==> src/rtl/pipeline_buffer_if.sv <==
// Valid/ready handshake bundle for pipeline_buffer: producer side (i_*) and consumer side (o_*).
// The slave modport is the buffer's view; master is the surrounding datapath's view.
interface pipeline_buffer_if #(
    parameter int DATA_W = 256
);
    logic              i_valid;
    logic              i_ready;
    logic [DATA_W-1:0] i_data;
    logic              o_valid;
    logic              o_ready;
    logic [DATA_W-1:0] o_data;

    modport slave (
        input  i_valid,
        input  i_data,
        input  o_ready,
        output i_ready,
        output o_valid,
        output o_data
    );

    modport master (
        output i_valid,
        output i_data,
        output o_ready,
        input  i_ready,
        input  o_valid,
        input  o_data
    );
endinterface

==> src/rtl/pipeline_buffer.sv <==
// Elastic DEPTH-entry pipeline stage with first-word fall-through, synchronous flush and occupancy.
// Handshake outputs depend only on registered state, so no input-to-output combinational paths exist.
module pipeline_buffer #(
    parameter int  DATA_W = 256,
    parameter int  DEPTH  = 2,
    localparam int CNT_W  = $clog2(DEPTH + 1)
) (
    input  logic             clk,
    input  logic             rst,
    input  logic             flush,
    output logic [CNT_W-1:0] count,
    pipeline_buffer_if.slave bus
);
    localparam int               PTR_W    = (DEPTH > 1) ? $clog2(DEPTH) : 1;
    localparam logic [PTR_W-1:0] LAST_PTR = PTR_W'(DEPTH - 1);
    localparam logic [CNT_W-1:0] FULL_CNT = CNT_W'(DEPTH);

    logic [DATA_W-1:0] mem [DEPTH];
    logic [PTR_W-1:0]  wr_ptr;
    logic [PTR_W-1:0]  rd_ptr;
    logic              push;
    logic              pop;
    logic              clear;

    // Explicit wrap keeps non-power-of-two depths inside the storage array.
    function automatic logic [PTR_W-1:0] advance(input logic [PTR_W-1:0] p);
        return (p == LAST_PTR) ? '0 : p + PTR_W'(1);
    endfunction

    assign bus.i_ready = (count != FULL_CNT);
    assign bus.o_valid = (count != '0);
    assign bus.o_data  = mem[rd_ptr];

    assign push  = bus.i_valid && bus.i_ready;
    assign pop   = bus.o_valid && bus.o_ready;
    assign clear = !rst || flush;

    always_ff @(posedge clk) begin
        if (clear) begin
            wr_ptr <= '0;
            rd_ptr <= '0;
            count  <= '0;
        end else begin
            if (push) begin
                wr_ptr <= advance(wr_ptr);
            end
            if (pop) begin
                rd_ptr <= advance(rd_ptr);
            end
            if (push && !pop) begin
                count <= count + CNT_W'(1);
            end else if (pop && !push) begin
                count <= count - CNT_W'(1);
            end
        end
    end

    // Storage is deliberately not reset; a transfer during a clearing edge is discarded.
    always_ff @(posedge clk) begin
        if (!clear && push) begin
            mem[wr_ptr] <= bus.i_data;
        end
    end
endmodule

==> src/flat_wrapper.sv <==
// flat-port wrapper written by rule: the top's interface ports become plain ports
module pipeline_buffer_flat 
#(
    parameter int  DATA_W = 256,
    parameter int  DEPTH  = 2,
    localparam int CNT_W  = $clog2(DEPTH + 1)
)
  (clk, rst, flush, count, bus_i_valid, bus_i_data, bus_o_ready, bus_i_ready, bus_o_valid, bus_o_data);
  pipeline_buffer_if #(.DATA_W(DATA_W)) bus_i ();
  input  logic clk;
  input  logic rst;
  input  logic flush;
  output logic [CNT_W-1:0] count;
  input wire logic [$bits(bus_i.i_valid)-1:0] bus_i_valid;
  input wire logic [$bits(bus_i.i_data)-1:0] bus_i_data;
  input wire logic [$bits(bus_i.o_ready)-1:0] bus_o_ready;
  output wire logic [$bits(bus_i.i_ready)-1:0] bus_i_ready;
  output wire logic [$bits(bus_i.o_valid)-1:0] bus_o_valid;
  output wire logic [$bits(bus_i.o_data)-1:0] bus_o_data;
  assign bus_i.i_valid = bus_i_valid;
  assign bus_i.i_data = bus_i_data;
  assign bus_i.o_ready = bus_o_ready;
  assign bus_i_ready = bus_i.i_ready;
  assign bus_o_valid = bus_i.o_valid;
  assign bus_o_data = bus_i.o_data;
  pipeline_buffer #(.DATA_W(DATA_W), .DEPTH(DEPTH)) u_core (.clk(clk), .rst(rst), .flush(flush), .count(count), .bus(bus_i));
endmodule
==> config.mk <==
export PLATFORM = sky130hd
export DESIGN_NAME = pipeline_buffer_flat
export DESIGN_NICKNAME = d
export VERILOG_FILES = /design/src/rtl/pipeline_buffer_if.sv /design/src/rtl/pipeline_buffer.sv /design/src/flat_wrapper.sv
export SDC_FILE = /design/constraint.sdc
export NUM_CORES = 1
export LEC_CHECK = 0
export CELL_PAD_IN_SITES_DETAIL_PLACEMENT = 0
export CELL_PAD_IN_SITES_GLOBAL_PLACEMENT = 2
export CORE_MARGIN = 2
export CORE_UTILIZATION = 38
export CTS_BUF_LIST = sky130_fd_sc_hd__clkbuf_16
export DETAILED_ROUTE_END_ITERATION = 10
export GPL_ROUTABILITY_DRIVEN = 0
export PLACE_DENSITY = 0.81
export SYNTH_ARGS = -nofsm -noshare
export SYNTH_HDL_FRONTEND = slang
export SYNTH_SLANG_ARGS = --single-unit
==> constraint.sdc <==
create_clock -name clk -period 73.9 [get_ports clk]
set_input_delay 11.085 -clock clk [delete_from_list [all_inputs] [get_ports clk]]
set_output_delay 11.085 -clock clk [all_outputs]
set_load 0.03 [all_outputs]
Yosys cells after proc, flatten, opt, wreduce, memory -nomap -nowiden

Memories as Yosys holds them, arrays and structs flattened. A register that Yosys moved wholly into a read port is not among the register bits.
Index checks and enable logic that the tools add are counted.

Bits in registers: 4
Latch bits: 0
Bits in writable memories: 512
Memory bits (read-only): 0
Input port bits: 261
Output and inout bits: 260
Word-level logic and storage cells: 29
Memories kept: 1

$add $sub $neg: 4
$mul: 0
Div/mod/pow operators: 0
Order comparisons: 0
Equality and inequality tests: 1
Shift operators: 0
Multiplexer cells: 8
Bitwise logic cells: 0
Reductions and logical operators: 12

Memory list:

| name       | words | bits a word | read ports | clocked after memory_dff | wr ports | RTL line              | source |
|---|---|---|---|---|---|---|---|
| u_core.mem | 2     | 256         | 1          | 1                        | 1        | pipeline_buffer.sv:18 | `logic [DATA_W-1:0] mem [DEPTH];` |

Operators with widths:

| cell                                             | count |
|---|---|
| 2-to-1 mux 1 bit                                 | 6 |
| logical AND 1 bit                                | 5 |
| logical NOT 1 bit                                | 4 |
| 2-to-1 mux 2 bit                                 | 2 |
| nonzero test 2 bit                               | 2 |
| adder 1 bit, second input constant               | 2 |
| adder 2 x 1 -> 2 bit, second input constant      | 1 |
| inequality test 2 bit, second input constant     | 1 |
| subtractor 2 x 1 -> 2 bit, second input constant | 1 |
| logical OR 1 bit                                 | 1 |

Logic depth before layout (Yosys ltp)

Depth in word-level cells: 6
Gate-level depth with buffers: 6
Mapped depth without buffers: 6

Least setup slack after synthesis

OpenSTA, ideal clock, no wires.

Path type: input to register
Start point: in flush
End point: mem u_core.mem[0][0], enable pin
Arrival: 35.334 ns
Path slack: 37.066 ns
Cell stages on the path: 2
Path through: nand2b_1 nor4_1

Cells in the longest elaborated chain, start to end: 5

RTL lines:

| element                                | RTL line              | source |
|---|---|---|
| from (decl)                            | flat_wrapper.sv:12    | `input logic flush;` |
| logical OR 1 bit                       | pipeline_buffer.sv:36 | `assign clear = !rst \|\| flush;` |
| logical NOT 1 bit                      | pipeline_buffer.sv:60 | `if (!clear && push) begin` |
| logical AND 1 bit                      | pipeline_buffer.sv:60 |  |
| 2-to-1 mux 1 bit                       | pipeline_buffer.sv:60 |  |
| 2-to-1 mux 1 bit (not written as such) | pipeline_buffer.sv:61 | `mem[wr_ptr] <= bus.i_data;` |
| to (decl)                              | pipeline_buffer.sv:18 |  |

No other way between the ends.

==> results_dict.tcl <==
set metrics [dict create \
    result_of_the_run "finished, final reports clean" \
    dr.first_iter.drc_count 484 \
    switchingPower_mw 0.135 \
    drt_drc_violations_left 0 \
    cts_tree "built" \
    cts-buffers-inserted 53 \
    cts_root_buffer "sky130_fd_sc_hd__clkbuf_16" \
    drt-pass1-iter-count 6 \
    post_layout_nonfiller_instances 2093 \
    final-setup-viol-count 0 \
    rsz0062_at_grt "false" \
    switching_share 0.212 \
    wl_per_cell_um 20.8 \
    grt.overflow.total 0 \
    layout.nets 1646 \
    synth_top_cells_by_area "sky130_fd_sc_hd__edfxtp_1, sky130_fd_sc_hd__mux2_2, sky130_fd_sc_hd__buf_6" \
    grt_pass1_vias 10200 \
    synthesis.area_sq_um 18800 \
    drv_cap 0 \
    hold_depth 2 \
    tns_ns 0 \
    setup.worst_path.end_class "output pin" \
    place.detailed.instances 1993 \
    clock_tree.htree_level_count 2 \
    finalHoldViolations 0 \
    via_per_inst 4.61 \
    dpl.hpwl_mm 29.8 \
    netlist-cell-type-count 17 \
    relSlewSlack 0.220 \
    synth_largest_type_area_fraction 0.818 \
    leakagePower_nw 8.60 \
    post-place-ws_ns 59.25 \
    antenna_found_initial 8 \
    holdCritStartpoint "u_core.rd_ptr" \
    grt_start_max_net_pins 84 \
    min-delay-path-class "reg2reg" \
    power_density_nw_per_um2 24.3 \
    clock_pin_slew_of_the_registers_on_the_worst_case_setup_and_hold_paths_ns 0.05 \
    required_ns 62.81 \
    final-seq-area_sq_um 15500 \
    die_height_um 226 \
    power_frac_seq 0.519 \
    cts_resized 0 \
    buffer_ports.inserted 520 \
    synthToLayoutAreaGrowth_pct 39.8 \
    syn-num-nets 1086 \
    max-vdd-ir-drop_mv 0.0179 \
    tightestPinTransition_ns 1.17 \
    multiInputGateArea_sq_um 3020 \
    via_count_of_the_routed_design 9639 \
    synth_warnings 0 \
    yosys.area.top_type "sky130_fd_sc_hd__edfxtp_1" \
    number_of_flops_mapped_to_enable_cells_by_yosys 512 \
    grt_pass1_wl_mm 61.3 \
    cts_setup_buffers 0 \
    die_width_um 226 \
    final_layout_size_suffix_gt1_frac 0.241 \
    drv_slew 0 \
    power.clock.fraction 0.391 \
    pin_count 521 \
    postRouteWirelength_mm 43.5 \
    clock_net_sink_count 517 \
    floorplan.die_area_sq_um 51300 \
    post-route-worst-setup-slack_ns 58.70 \
    critical_path.startpoint_type "register" \
    synth_seq_cells 517 \
    skew_ns 0.0195 \
    placementRows 81 \
    fillers 3916 \
    asyncSetResetFlopFracSynth 0 \
    starting_utilization_of_the_core_area 0.385 \
    reg2reg_from "u_core.count[0]" \
    hold_buffers 0 \
    fin_crit_ns 15.20 \
    comb_power_share 0.090 \
    post-route-period-util 0.206 \
    worstRegToRegCells 4 \
    worst_skew_late_latency_ns 0.58 \
    max_clock_freq_mhz 65.8 \
    bufs_on_longest_clock_path 3 \
    post_synth_inst_count 824 \
    core_sq_um 48800 \
    path_class "reg2out" \
    groute.usage.overall 0.163 \
    post_synth.cell_area_avg_sq_um 22.8 \
    worstPathArrival_ns 4.12 \
    antenna_violating_nets_post_route 0 \
    cell_internal_pwr_mw 0.502 \
    synth_top_flop_cell "sky130_fd_sc_hd__edfxtp_1" \
    critPathMaxFanout 80 \
    synth_sequential_area_ratio 0.823 \
]
[placed cells by master, fill, tap and decap left out, types with 2 or more instances in the layout]
master,synthesis,routed
sky130_fd_sc_hd__clkdlybuf4s50_1,0,520
sky130_fd_sc_hd__edfxtp_1,512,512
sky130_fd_sc_hd__mux2_2,256,256
sky130_fd_sc_hd__clkbuf_16,0,55
sky130_fd_sc_hd__inv_1,3,14
sky130_fd_sc_hd__clkinv_1,0,13
sky130_fd_sc_hd__buf_4,1,13
sky130_fd_sc_hd__diode_2,0,8
sky130_fd_sc_hd__clkinv_2,0,7
sky130_fd_sc_hd__nor2_1,4,4
sky130_fd_sc_hd__dfxtp_1,5,4
sky130_fd_sc_hd__o21ai_0,3,3
sky130_fd_sc_hd__xor2_1,3,3
sky130_fd_sc_hd__bufinv_16,0,3
sky130_fd_sc_hd__nor4_2,0,2
sky130_fd_sc_hd__or3_1,2,2
sky130_fd_sc_hd__a21oi_1,2,2
[stage by stage]
step / hold slack, ns / area [sq um] / power (mW) / utilization
after floorplan: 0.471 / 18800 / 0.368 / -
after global placement: 0.488 / 24600 / 0.394 / 0.504
after detailed placement: 0.500 / 24600 / 0.395 / 0.504
after CTS: 0.518 / 26300 / 0.645 / 0.538
after global routing: 0.538 / 26300 / 0.659 / 0.538
final: 0.520 / 26300 / 0.637 / 0.538
[cell type report]
cell class / count / area share
repair buffers: 533 / 0.202
flip-flops and latches: 517 / 0.589
inverters: 3 / 0.000428
clock buffers: 55 / 0.0524
multi-input cells: 276 / 0.115
diodes: 8 / 0.000762
well taps: 664 / 0.0316
clock inverters: 37 / 0.00924
[worst paths after layout]
path                             end  slack [ns]
setup / recovery     bus_o_data[145]       58.70
hold / removal              register        0.52
setup reg to reg  u_core.mem[0][170]       70.86
hold reg to reg             register        0.52
[cell usage after synthesis, drive strengths merged, types with 2 or more instances]
| master | instances |
|---|---|
| dfxtp | 5 |
| nor2 | 4 |
| a21oi | 2 |
| xor2 | 3 |
| buf | 28 |
| edfxtp | 512 |
| o21ai | 3 |
| or3 | 2 |
| mux2 | 256 |
| inv | 3 |
| nor4 | 2 |
[kinds of logic after synthesis]
logic type / after synthesis / share of synthesized area
DFF: 517 / 0.823
and+or+nand+nor: 11 / 0.00326
xor gates and xnor gates: 3 / 0.00140
adders and majority gates: 1 / 0.000665
muxes: 256 / 0.153
AOI/OAI and AO/OA: 5 / 0.00133
buffers and inverters: 31 / 0.0168
[worst max-delay path, cell delays in order, from the launching register on]
cell and delay [ns]:
sky130_fd_sc_hd__dfxtp_4 0.74, sky130_fd_sc_hd__buf_4 0.69, sky130_fd_sc_hd__buf_4 0.92, sky130_fd_sc_hd__mux2_2 0.43
sky130_fd_sc_hd__clkdlybuf4s50_1 0.63
[power by group through the flow]
stage	Sequential, mW	Clock, mW	Combinational (mW)
final	0.331	0.249	0.0575
after global placement	0.337	0	0.0571
after floorplan	0.342	0	0.0266
after CTS	0.331	0.256	0.0582
after global routing	0.331	0.267	0.0603
after detailed placement	0.337	0	0.0578
[flip-flops by register name, summed over array words and instances, names as in the netlist, named ones only]
name / flops
u_core.wr_ptr: 1
u_core.rd_ptr: 1
u_core.mem: 512
u_core.count: 2
[routing by layer]
metal | up-vias | track usage | wire [um]
met2 | 348 | 0.280 | 22300
met1 | 4782 | 0.186 | 16400
li1 | 4429 | - | -
met3 | 76 | 0.0538 | 3540
met5 | - | 0 | 26
met4 | 4 | 0.0673 | 1110
Note: power is estimated with default switching activity, not from simulation.
